**src/rtl/cordic_square_pkg.sv**
```systemverilog
// Shared types for the square/reconstruct unit: FSM encoding and the done latency
// that schedulers and benches use to plan back-to-back issue.
package cordic_square_pkg;

   typedef enum logic [1:0] {SQ_IDLE, SQ_RUN, SQ_FIN} sq_state_t;

   function automatic int sq_latency(input int out_width);
      return out_width + 2;
   endfunction

endpackage

```
**src/rtl/cordic_square_if.sv**
```systemverilog
// Request/response bundle for cordic_square; the master issues root/rem pairs,
// the slave returns the rebuilt radicand with a one-cycle done pulse.
interface cordic_square_if #(
   parameter int IN_WIDTH  = 32,
   parameter int OUT_WIDTH = IN_WIDTH / 2
);
   logic                 start;
   logic [OUT_WIDTH-1:0] root_in;
   logic [OUT_WIDTH:0]   rem_in;
   logic                 neg_in;
   logic [IN_WIDTH-1:0]  x_out;
   logic                 done;
   logic                 busy;
   logic                 is_neg;
   logic                 err;

   modport master (output start, root_in, rem_in, neg_in,
                   input  x_out, done, busy, is_neg, err);
   modport slave  (input  start, root_in, rem_in, neg_in,
                   output x_out, done, busy, is_neg, err);
endinterface

```
**src/rtl/cordic_square.sv**
```systemverilog
// Rebuilds x = root*root + rem with a shift-add multiply, one multiplier bit per clock.
// Results and flags are registered on leaving FIN and hold until the next completion.
module cordic_square
   import cordic_square_pkg::*;
#(
   parameter int IN_WIDTH  = 32,
   parameter int OUT_WIDTH = IN_WIDTH / 2
) (
   input  logic              clk,
   input  logic              rst,
   cordic_square_if.slave    bus
);
   localparam int AW = IN_WIDTH + 1;
   localparam int CW = $clog2(OUT_WIDTH + 1);

   sq_state_t            state_q, state_d;
   logic [AW-1:0]        acc_q, acc_d;
   logic [AW-1:0]        mcand_q, mcand_d;
   logic [OUT_WIDTH-1:0] mplier_q, mplier_d;
   logic [CW-1:0]        iter_q, iter_d;
   logic                 err_rem_q, err_rem_d;
   logic                 neg_q, neg_d;
   logic [IN_WIDTH-1:0]  x_q, x_d;
   logic                 err_q, err_d;
   logic                 is_neg_q, is_neg_d;
   logic                 done_q, done_d;

   always_comb begin
      state_d   = state_q;
      acc_d     = acc_q;
      mcand_d   = mcand_q;
      mplier_d  = mplier_q;
      iter_d    = iter_q;
      err_rem_d = err_rem_q;
      neg_d     = neg_q;
      x_d       = x_q;
      err_d     = err_q;
      is_neg_d  = is_neg_q;
      done_d    = 1'b0;
      case (state_q)
         SQ_IDLE: begin
            if (bus.start) begin
               state_d = SQ_RUN;
               mcand_d = AW'(bus.root_in);
               iter_d  = CW'(OUT_WIDTH);
               neg_d   = bus.neg_in;
               // Negative inputs produce a forced zero, as the sqrt unit does.
               if (bus.neg_in) begin
                  mplier_d  = '0;
                  acc_d     = '0;
                  err_rem_d = 1'b0;
               end else begin
                  mplier_d  = bus.root_in;
                  acc_d     = AW'(bus.rem_in);
                  err_rem_d = bus.rem_in > {bus.root_in, 1'b0};
               end
            end
         end
         SQ_RUN: begin
            if (mplier_q[0]) acc_d = acc_q + mcand_q;
            mcand_d  = mcand_q << 1;
            mplier_d = mplier_q >> 1;
            iter_d   = iter_q - 1'b1;
            if (iter_q == CW'(1)) state_d = SQ_FIN;
         end
         SQ_FIN: begin
            x_d      = acc_q[IN_WIDTH-1:0];
            err_d    = err_rem_q | acc_q[IN_WIDTH] | acc_q[IN_WIDTH-1];
            is_neg_d = neg_q;
            done_d   = 1'b1;
            state_d  = SQ_IDLE;
         end
         default: state_d = SQ_IDLE;
      endcase
   end

   always_ff @(posedge clk or posedge rst) begin
      if (rst) begin
         state_q   <= SQ_IDLE;
         acc_q     <= '0;
         mcand_q   <= '0;
         mplier_q  <= '0;
         iter_q    <= '0;
         err_rem_q <= 1'b0;
         neg_q     <= 1'b0;
         x_q       <= '0;
         err_q     <= 1'b0;
         is_neg_q  <= 1'b0;
         done_q    <= 1'b0;
      end else begin
         state_q   <= state_d;
         acc_q     <= acc_d;
         mcand_q   <= mcand_d;
         mplier_q  <= mplier_d;
         iter_q    <= iter_d;
         err_rem_q <= err_rem_d;
         neg_q     <= neg_d;
         x_q       <= x_d;
         err_q     <= err_d;
         is_neg_q  <= is_neg_d;
         done_q    <= done_d;
      end
   end

   always_comb begin
      bus.x_out  = x_q;
      bus.done   = done_q;
      bus.busy   = (state_q != SQ_IDLE);
      bus.is_neg = is_neg_q;
      bus.err    = err_q;
   end

endmodule

```
**src/flat_wrapper.sv**
```systemverilog
// flat-port wrapper written by rule: the top's interface ports become plain ports
module cordic_square_flat import cordic_square_pkg::*;
#(
   parameter int IN_WIDTH  = 32,
   parameter int OUT_WIDTH = IN_WIDTH / 2
)
  (clk, rst, bus_start, bus_root_in, bus_rem_in, bus_neg_in, bus_x_out, bus_done, bus_busy, bus_is_neg, bus_err);
  cordic_square_if #(.IN_WIDTH(IN_WIDTH), .OUT_WIDTH(OUT_WIDTH)) bus_i ();
  input  logic clk;
  input  logic rst;
  input wire logic [$bits(bus_i.start)-1:0] bus_start;
  input wire logic [$bits(bus_i.root_in)-1:0] bus_root_in;
  input wire logic [$bits(bus_i.rem_in)-1:0] bus_rem_in;
  input wire logic [$bits(bus_i.neg_in)-1:0] bus_neg_in;
  output wire logic [$bits(bus_i.x_out)-1:0] bus_x_out;
  output wire logic [$bits(bus_i.done)-1:0] bus_done;
  output wire logic [$bits(bus_i.busy)-1:0] bus_busy;
  output wire logic [$bits(bus_i.is_neg)-1:0] bus_is_neg;
  output wire logic [$bits(bus_i.err)-1:0] bus_err;
  assign bus_i.start = bus_start;
  assign bus_i.root_in = bus_root_in;
  assign bus_i.rem_in = bus_rem_in;
  assign bus_i.neg_in = bus_neg_in;
  assign bus_x_out = bus_i.x_out;
  assign bus_done = bus_i.done;
  assign bus_busy = bus_i.busy;
  assign bus_is_neg = bus_i.is_neg;
  assign bus_err = bus_i.err;
  cordic_square #(.IN_WIDTH(IN_WIDTH), .OUT_WIDTH(OUT_WIDTH)) u_core (.clk(clk), .rst(rst), .bus(bus_i));
endmodule
```
**config.mk**
```make
export PLATFORM = sky130hd
export DESIGN_NAME = cordic_square_flat
export DESIGN_NICKNAME = d
export VERILOG_FILES = /design/src/rtl/cordic_square_pkg.sv /design/src/rtl/cordic_square_if.sv /design/src/rtl/cordic_square.sv /design/src/flat_wrapper.sv
export SDC_FILE = /design/constraint.sdc
export NUM_CORES = 1
export LEC_CHECK = 0
export ABC_AREA = 0
export CAP_MARGIN = 20
export CELL_PAD_IN_SITES_DETAIL_PLACEMENT = 1
export CELL_PAD_IN_SITES_GLOBAL_PLACEMENT = 2
export CORE_ASPECT_RATIO = 1.4
export CORE_UTILIZATION = 36
export DETAILED_ROUTE_END_ITERATION = 12
export GPL_TIMING_DRIVEN = 0
export PLACE_DENSITY = 0.88
export SLEW_MARGIN = 0
export SYNTH_ARGS = -nofsm -noshare
export SYNTH_HDL_FRONTEND = slang
export SYNTH_SLANG_ARGS = --single-unit
```
**constraint.sdc**
```tcl
create_clock -name clk -period 8 [get_ports clk]
set_input_delay 2 -clock clk [delete_from_list [all_inputs] [get_ports clk]]
set_output_delay 2 -clock clk [all_outputs]
set_load 0.05 [all_outputs]
```
-- Word-level counts from Yosys, hierarchy flattened
Index checks and enable logic that the tools add are counted.
- flip-flop bits (word level): 126
- logic and storage cells: 45
- output and inout bits: 36
- bitwise logic cells: 2
- $lt $le $gt $ge: 1
- reductions and logical operators: 7
- eq/ne operators: 6
- add/subtract/negate cells: 2
- mux-type cells: 16
- operators with widths (kind ; count):
    33-bit case mux with 2 select lines ; 2
    33-bit 2-to-1 mux ; 3
    33-bit adder ; 1
    16-bit 2-to-1 mux ; 2
    16-bit case mux with 2 select lines ; 1
    17-bit greater-than comparator ; 1
    17-bit 2-to-1 mux ; 1
    5-bit case mux with 2 select lines ; 1
    2-bit AND reduction ; 3
    5-bit by 1-bit equality test with 1-bit output, second input constant ; 1
    5-bit 2-to-1 mux ; 1
    5-bit by 1-bit subtractor with 5-bit output, second input constant ; 1
    2-bit 2-to-1 mux ; 2
    2-bit by 1-bit != test with 1-bit output, second input constant ; 2
    2-bit case mux with 2 select lines ; 1
    2-bit nonzero test ; 2
    3-bit AND reduction ; 1
    2-bit by 1-bit equality test with 1-bit output, second input constant ; 1
    2-bit equality test, second input constant ; 1
    2-bit logical NOT ; 1
    1-bit 2-to-1 mux ; 2
    2-bit != test, second input constant ; 1
    1-bit bitwise OR ; 2

-- Depth between registers and ports, before layout
Gate-level depths: netlist of the first run.
- depth in word-level cells: 3
- mapped depth: 11
- depth with buffers taken out: 10

-- Worst setup path before layout of the first run
No wires, ideal clock.
- kind: input-to-reg
- start point: input port bus_root_in[5]
- end point: register u_core.err_rem_q
- stages on the path: 9
- arrival time: 3.279 ns
- library setup time: 0.136 ns
- slack: 4.585 ns
- path through: inv_1 > ha_1 > a21o_1 > a21o_1 > a21oi_1 > o21ai_0 > a221oi_1 > o21a_1 > o41ai_1
- cells in the longest elaborated chain, start to end: 2
- RTL lines (item ; RTL line ; text):
    start: declaration ; flat_wrapper.sv:12 ; input wire logic [$bits(bus_i.root_in)-1:0] bus_root_in;
    17-bit greater-than comparator ; cordic_square.sv:55 ; err_rem_d = bus.rem_in > {bus.root_in, 1'b0};
    1-bit 2-to-1 mux ; cordic_square.sv:48 ; if (bus.neg_in) begin
    end signal: assignment ; cordic_square.sv:96 ; err_rem_q <= err_rem_d;
    end: declaration ; cordic_square.sv:21 ; logic err_rem_q, err_rem_d;
Every way passes these cells.
A chain may end at the register's enable or synchronous reset.

-- Final worst setup path of the first run
- start point: input port bus_start
- end point: register u_core.mcand_q[10]
- cells in the longest elaborated chain, start to end: 2
- RTL lines (item ; RTL line ; text):
    start: declaration ; flat_wrapper.sv:11 ; input wire logic [$bits(bus_i.start)-1:0] bus_start;
    2-bit != test (no line) ; - ;
    2-bit AND reduction (no line) ; - ;
    end signal: assignment ; cordic_square.sv:93 ; mcand_q <= mcand_d;
    end: declaration ; cordic_square.sv:18 ; logic [AW-1:0] mcand_q, mcand_d;
Every way passes these cells.

==> results.toml, run 1 <==
[grt]
grt_antenna_before_repair = 0
grtUsageTotal = 0.236
grt_pass1_wl_um = 36700
grt_pass1_vias = 6750
grt_overflow = 0
grt_max_degree = 91

[cells_and_area]
drive_above_1_share = 0.0998
diodes = 0
area_growth_pct = 22.6
layout.cells.non_filler = 1134
nets = 959
final_util = 0.449
fin_area_um2 = 8910

[critical_path]
worstSetupPathType = "in2reg"
startpoint_type = "primary input"
end_kind = "flip-flop"
cp_data_arrival_time_ps = 4240
worstPathMaxFanout = 10
crit_required_ps = 8360

[clocking]
numCtsBuffers = 17
cts_root_buffer = "clkbuf_16"
hold_buffers = 0
postCtsSetupRepairBufs = 0
htreeDepth = 4
clkSlewWorstSetupHoldPaths_ps = 60
cts.sinks = 126
cts_resized = 0
cts_tree = "built"
clock_path_buffers = 2
clock_latency_ps = 430

[synth]
synth_edf_count = 0
ys_warn_count = 0
synth.largest_area_cell = "dfrtp_1"
ys_seq_area_frac = 0.434
synth_cells = 780
synth.cell_area_um2 = 7270
async_reset_ff_frac = 1.00
syn_avg_cell_area_um2 = 9.32
synth_ff_type = "dfrtp_1"
synth_seq_cells = 126
syn_nets = 868
netlist_top_cells_area = "dfrtp_1 (43%), ha_1 (8.6%), nand2_1 (6.7%)"
synth.distinct_cells = 68
synth_top_area_frac = 0.434

[power_and_ir_drop]
power.density_nw_per_um2 = 439
peakVddDrop_uv = 167
power_mw = 3.92
leakage_nw = 3.92

[outcome]
status = "completed"

[floorplanning]
core-area_um2 = 19800
die_x_um = 122
pin_count = 73
initial_utilization = 0.366
die_h_um = 170
rows = 61
dieArea_um2 = 20800

[drt]
dr.pass1.iters = 4
num_vias = 6240
remaining_drc_errors = 0
viasPerCell = 5.50
ant_nets = 0
wirelength_um = 22200
wl_per_cell_um = 19.6
drt_iter0_drc = 280

[timing]
skew_ps = 10.4
slew_violations = 0
tightest_slew_ps = 1170
period_share = 0.485
setup_ws_ps = 4120
hold_slack_ps = 482
setup_viol = 0
hold_violations = 0
slew_headroom = 0.203
finalCriticalPeriod_ps = 3880
fin_tns_setup_ps = 0
rsz0062_at_grt = "false"
fmax_ghz = 0.258

[worst_hold_path]
min_path_type = "reg2reg"

[place]
routabilityCongestion = 0.853
portBuffers = 71
place_ws_ps = 3660
place.detailed.hpwl_um = 16700
dp_cells = 1104
placedInstanceArea_um2 = 8330

[job]
cap_violations = 0
## cell type report
cell class              count  area (µm²)
clock buffers              19         443
clock inverters            11         144
repair buffers             72         738
multi-input cells         580        3820
well taps                 252         315
plain buffers              45         188
flip-flops and latches    126        3150
inverters                  29         114
fillers                  2298       10900
## power by group
| part | switching (mW) | total [mW] | leakage [nW] | internal (mW) |
|---|---|---|---|---|
| logic | 1.28 | 2.02 | 2.07 | 0.746 |
| registers | 0.204 | 1.11 | 1.57 | 0.905 |
| clock network | 0.293 | 0.785 | 0.277 | 0.492 |
## path summary, 6_finish.rpt
check                           cells past startpoint             from  slack [ps]                    to
worst max-delay path                                7        bus_start        4120    u_core.mcand_q[10]
worst min-delay path                                2     u_core.neg_q         480          u_core.neg_q
worst max register to register                      9  u_core.acc_q[2]        4580      u_core.acc_q[29]
worst min register to register                      2     u_core.neg_q         480          u_core.neg_q
max in group asynchronous                           3              rst        5290      u_core.iter_q[4]
min in group asynchronous                           2              rst        1950  u_core.bus.x_out[19]
## sequential cells by signal (all words and copies together) (netlist names)
register / count
u_core.bus.err: 1
u_core.bus.done: 1
u_core.mplier_q: 16
u_core.bus.x_out: 32
u_core.mcand_q: 33
u_core.state_q: 2
u_core.err_rem_q: 1
u_core.acc_q: 33
u_core.neg_q: 1
u_core.iter_q: 5
u_core.bus.is_neg: 1
## per-layer routing
layer  global-route usage  share of wire  up-vias
li1                     -              -     2966
met1                0.275           0.41     3142
met2                0.422           0.53      102
met3               0.0409          0.026       30
met4               0.0923          0.027        0
met5                    0              0        -
## cell families after synthesis
kind of cell	synth area share
AND/OR/NAND/NOR	0.151
XOR/XNOR	0.0301
multiplexers	0.0525
adder cells (fa/ha/maj)	0.0888
AO/OA/AOI/OAI	0.203
flip-flops	0.434
buffers and inverters	0.0408
## synth_stat cells, types with 6 or more instances
cell / instances
nand2_1: 130
dfrtp_1: 126
o21ai_0: 77
a21oi_1: 54
ha_1: 50
clkbuf_1: 40
mux2_2: 33
inv_1: 29
nor3_1: 26
nor2_1: 22
xnor2_1: 20
a31oi_1: 16
a21o_1: 15
a22oi_1: 15
nand3_1: 13
o21ai_1: 11
and3_1: 10
nand4_1: 8
nand2b_1: 7
a211oi_1: 6
## critical path, stage by stage
cell	delay (ps)
clkdlybuf4s50_1	460
and2_1	160
clkbuf_1	260
nor2_1	650
clkbuf_1	500
nand2_1	110
nand2_1	90
## layout by cell type (no fill, tap or decap), drive strengths merged, types with 3 or more instances in the layout
| master | instances |
|---|---|
| clkinvlp | 4 |
| clkinv | 4 |
| o211ai | 3 |
| a22oi | 15 |
| a211oi | 7 |
| buf | 6 |
| a2111oi | 3 |
| dfrtp | 126 |
| or3 | 3 |
| xnor2 | 20 |
| nor2b | 4 |
| nor2 | 22 |
| o31ai | 3 |
| nand3 | 13 |
| a31oi | 16 |
| and2 | 3 |
| ha | 50 |
| a21oi | 56 |
| bufinv | 3 |
| nand2b | 8 |
| mux2 | 33 |
| and4 | 3 |
| clkdlybuf4s50 | 71 |
| clkbuf | 59 |
| xor2 | 5 |
| inv | 29 |
| nand2 | 130 |
| and3 | 11 |
| nor3 | 26 |
| o21a | 3 |
| or2 | 4 |
| a21o | 16 |
| nand4 | 8 |
| o21ai | 89 |
Note: power is estimated with default switching activity, not from simulation.
==> inputs of run 2 (changes only) <==
Settings changed: CORE_UTILIZATION 36 to 33, PLACE_DENSITY 0.88 to 0.85.
Clock period 8 ns to 3.2 ns, I/O delays scaled along.
==> results.toml, run 2 (synthesis gave the netlist of run 1 again) <==
[grt]
grt_overflow = 0
grt_pass1_vias = 6767
grtUsageTotal = 0.217
grt_antenna_before_repair = 0
grt_pass1_wl_um = 36900
grt_max_degree = 29

[floorplanning]
rows = 63
die_h_um = 178
core-area_um2 = 21400
initial_utilization = 0.340
dieArea_um2 = 22600
pin_count = 73
die_x_um = 127

[critical_path]
worstPathMaxFanout = 5
r2r_slack_ps = 80
crit_required_ps = 3480
reg2reg_depth = 10
slowest_delay_ps = 440
r2r_start = "u_core.mcand_q[0]"
end_kind = "flip-flop"
cp_top_family = "compound AO/OA/AOI/OAI gates"
crit_chain = "ha_4 > fa_2 > a211oi_4 > o21ai_4 > o2111a_2 > or2_1 > a2111oi_4 > nor3_2 > nor3_1 > o31ai_1"
startpoint_type = "flip-flop"
cp_data_arrival_time_ps = 3400
slowest_stage = "dfrtp_2"
regToRegEndpoint = "u_core.acc_q[28]"
path_buf_inv = 0
worstSetupPathType = "reg2reg"

[cells_and_area]
diodes = 0
final_cell_mix = "nand2_1 (130), dfrtp_1 (124), o21ai_0 (77)"
layout_commonest_cell = "nand2_1"
area_growth_pct = 25.4
drive_above_1_share = 0.110
fin_area_um2 = 9110
nets = 964

[timing]
period_share = 0.975
setup_viol = 0
tightest_slew_ps = 903
setup_ws_ps = 79.1
skew_ps = 8.91
rsz0062_at_grt = "false"
fmax_ghz = 0.320
slew_violations = 0
finalCriticalPeriod_ps = 3120
hold_violations = 0
slew_headroom = 0.398

[clocking]
numCtsBuffers = 17
cts.sinks = 126
clock_path_buffers = 2
hold_buffers = 0
htreeDepth = 4
clkSlewWorstSetupHoldPaths_ps = 60
cts_tree = "built"
clock_latency_ps = 430
cts_root_buffer = "clkbuf_16"

[power_and_ir_drop]
clkPwrFrac = 0.202
leakage_nw = 3.97
p_sw_mw = 4.44
combPwrFrac = 0.518
power.density_nw_per_um2 = 1080
p_sw_frac = 0.449
peakVddDrop_uv = 458
internal-power_mw = 5.44
p_seq_frac = 0.281

[worst_hold_path]
min_path_type = "reg2reg"
hold_start = "u_core.mplier_q[9]"
hold_depth = 2
min_to = "u_core.mplier_q[8]"

[drt]
highest_layer = "met4"
viasPerCell = 5.32
ant_nets = 0
remaining_drc_errors = 0
wl_per_cell_um = 19.3
num_vias = 6277
drt_iter0_drc = 239
dr.pass1.iters = 4
routed-wl-met3_um = 591
met2WireLength_um = 12100
wirelength_um = 22700
met1_length_um = 9470

[place]
routabilityCongestion = 0.862
place.detailed.hpwl_um = 17500
place_ws_ps = -342
placedInstanceArea_um2 = 8430
portBuffers = 71

[outcome]
status = "completed"

[job]
cap_violations = 0
-- run 2: cell types whose count changed in the layout (fill, tap and decap cells not counted), sizes merged --
cell	change
buf	+5
clkbuf	+5
clkinvlp	-3
inv	-1
-- run 2: power groups by stage --
| stage | Sequential, mW | Clock (mW) | Combinational (mW) |
|---|---|---|---|
| final | 2.78 | 1.99 | 5.11 |
| after global routing | 2.87 | 2.10 | 5.62 |
| after CTS | 2.78 | 2.03 | 5.12 |
| after detailed placement | 2.80 | 0 | 5.05 |
| after global placement | 2.78 | 0 | 4.94 |
| after floorplan | 3.32 | 0 | 2.95 |
-- run 2: metrics by stage --
stage	utilization	hold slack, ps	std cells	total power [mW]	TNS [ps]
floorplan	-	444	780	6.27	0
global placement	0.391	461	1143	7.72	-56920
detailed placement	0.395	477	1147	7.84	-1010
CTS	0.424	490	1178	9.92	0
global route	0.427	515	1180	10.6	0
finish	0.427	489	1180	9.88	0
-- run 2: worst max-delay path by stage --
stage	from	end	slack [ps]	cells past startpoint
floorplan	u_core.mcand_q[0]	u_core.acc_q[32]	320	10
global placement	rst	u_core.bus.x_out[2]	-460	2
detailed placement	u_core.acc_q[2]	u_core.acc_q[29]	-340	9
CTS	u_core.mcand_q[0]	u_core.acc_q[28]	3	11
global route	u_core.mcand_q[0]	u_core.acc_q[28]	20	10
finish	u_core.mcand_q[0]	u_core.acc_q[28]	80	10
-- run 2: worst register-to-register path, delay by kind of cell, from the launching register on --
family                   cells  cell delay (ps)
AND/OR/NAND/NOR              3              640
AO/OA/AOI/OAI                5             1310
adder cells (fa/ha/maj)      2              600
flip-flops                   1              440
-- run 2: layout make-up --
class / count / area, µm²
fill: 2468 / 12300
timing repair buffer: 78 / 813
buffer: 44 / 183
sequential: 126 / 3160
clock buffer: 24 / 482
multi-input combinational: 580 / 3890
tap: 292 / 365
inverter: 29 / 113
clock inverter: 7 / 110
-- run 2: repair_timing --
action                                  CTS  global route
buffers inserted                          0             3
pin swaps                                 2            13
gates cloned                              0             0
endpoints found under the setup margin    7             4
gates resized for setup                   7             6
-- run 2: routing by layer --
metal	up-vias	GRT usage
li1	2976	-
met1	3157	0.252
met2	104	0.394
met3	40	0.0371
met4	0	0.0818
met5	-	0
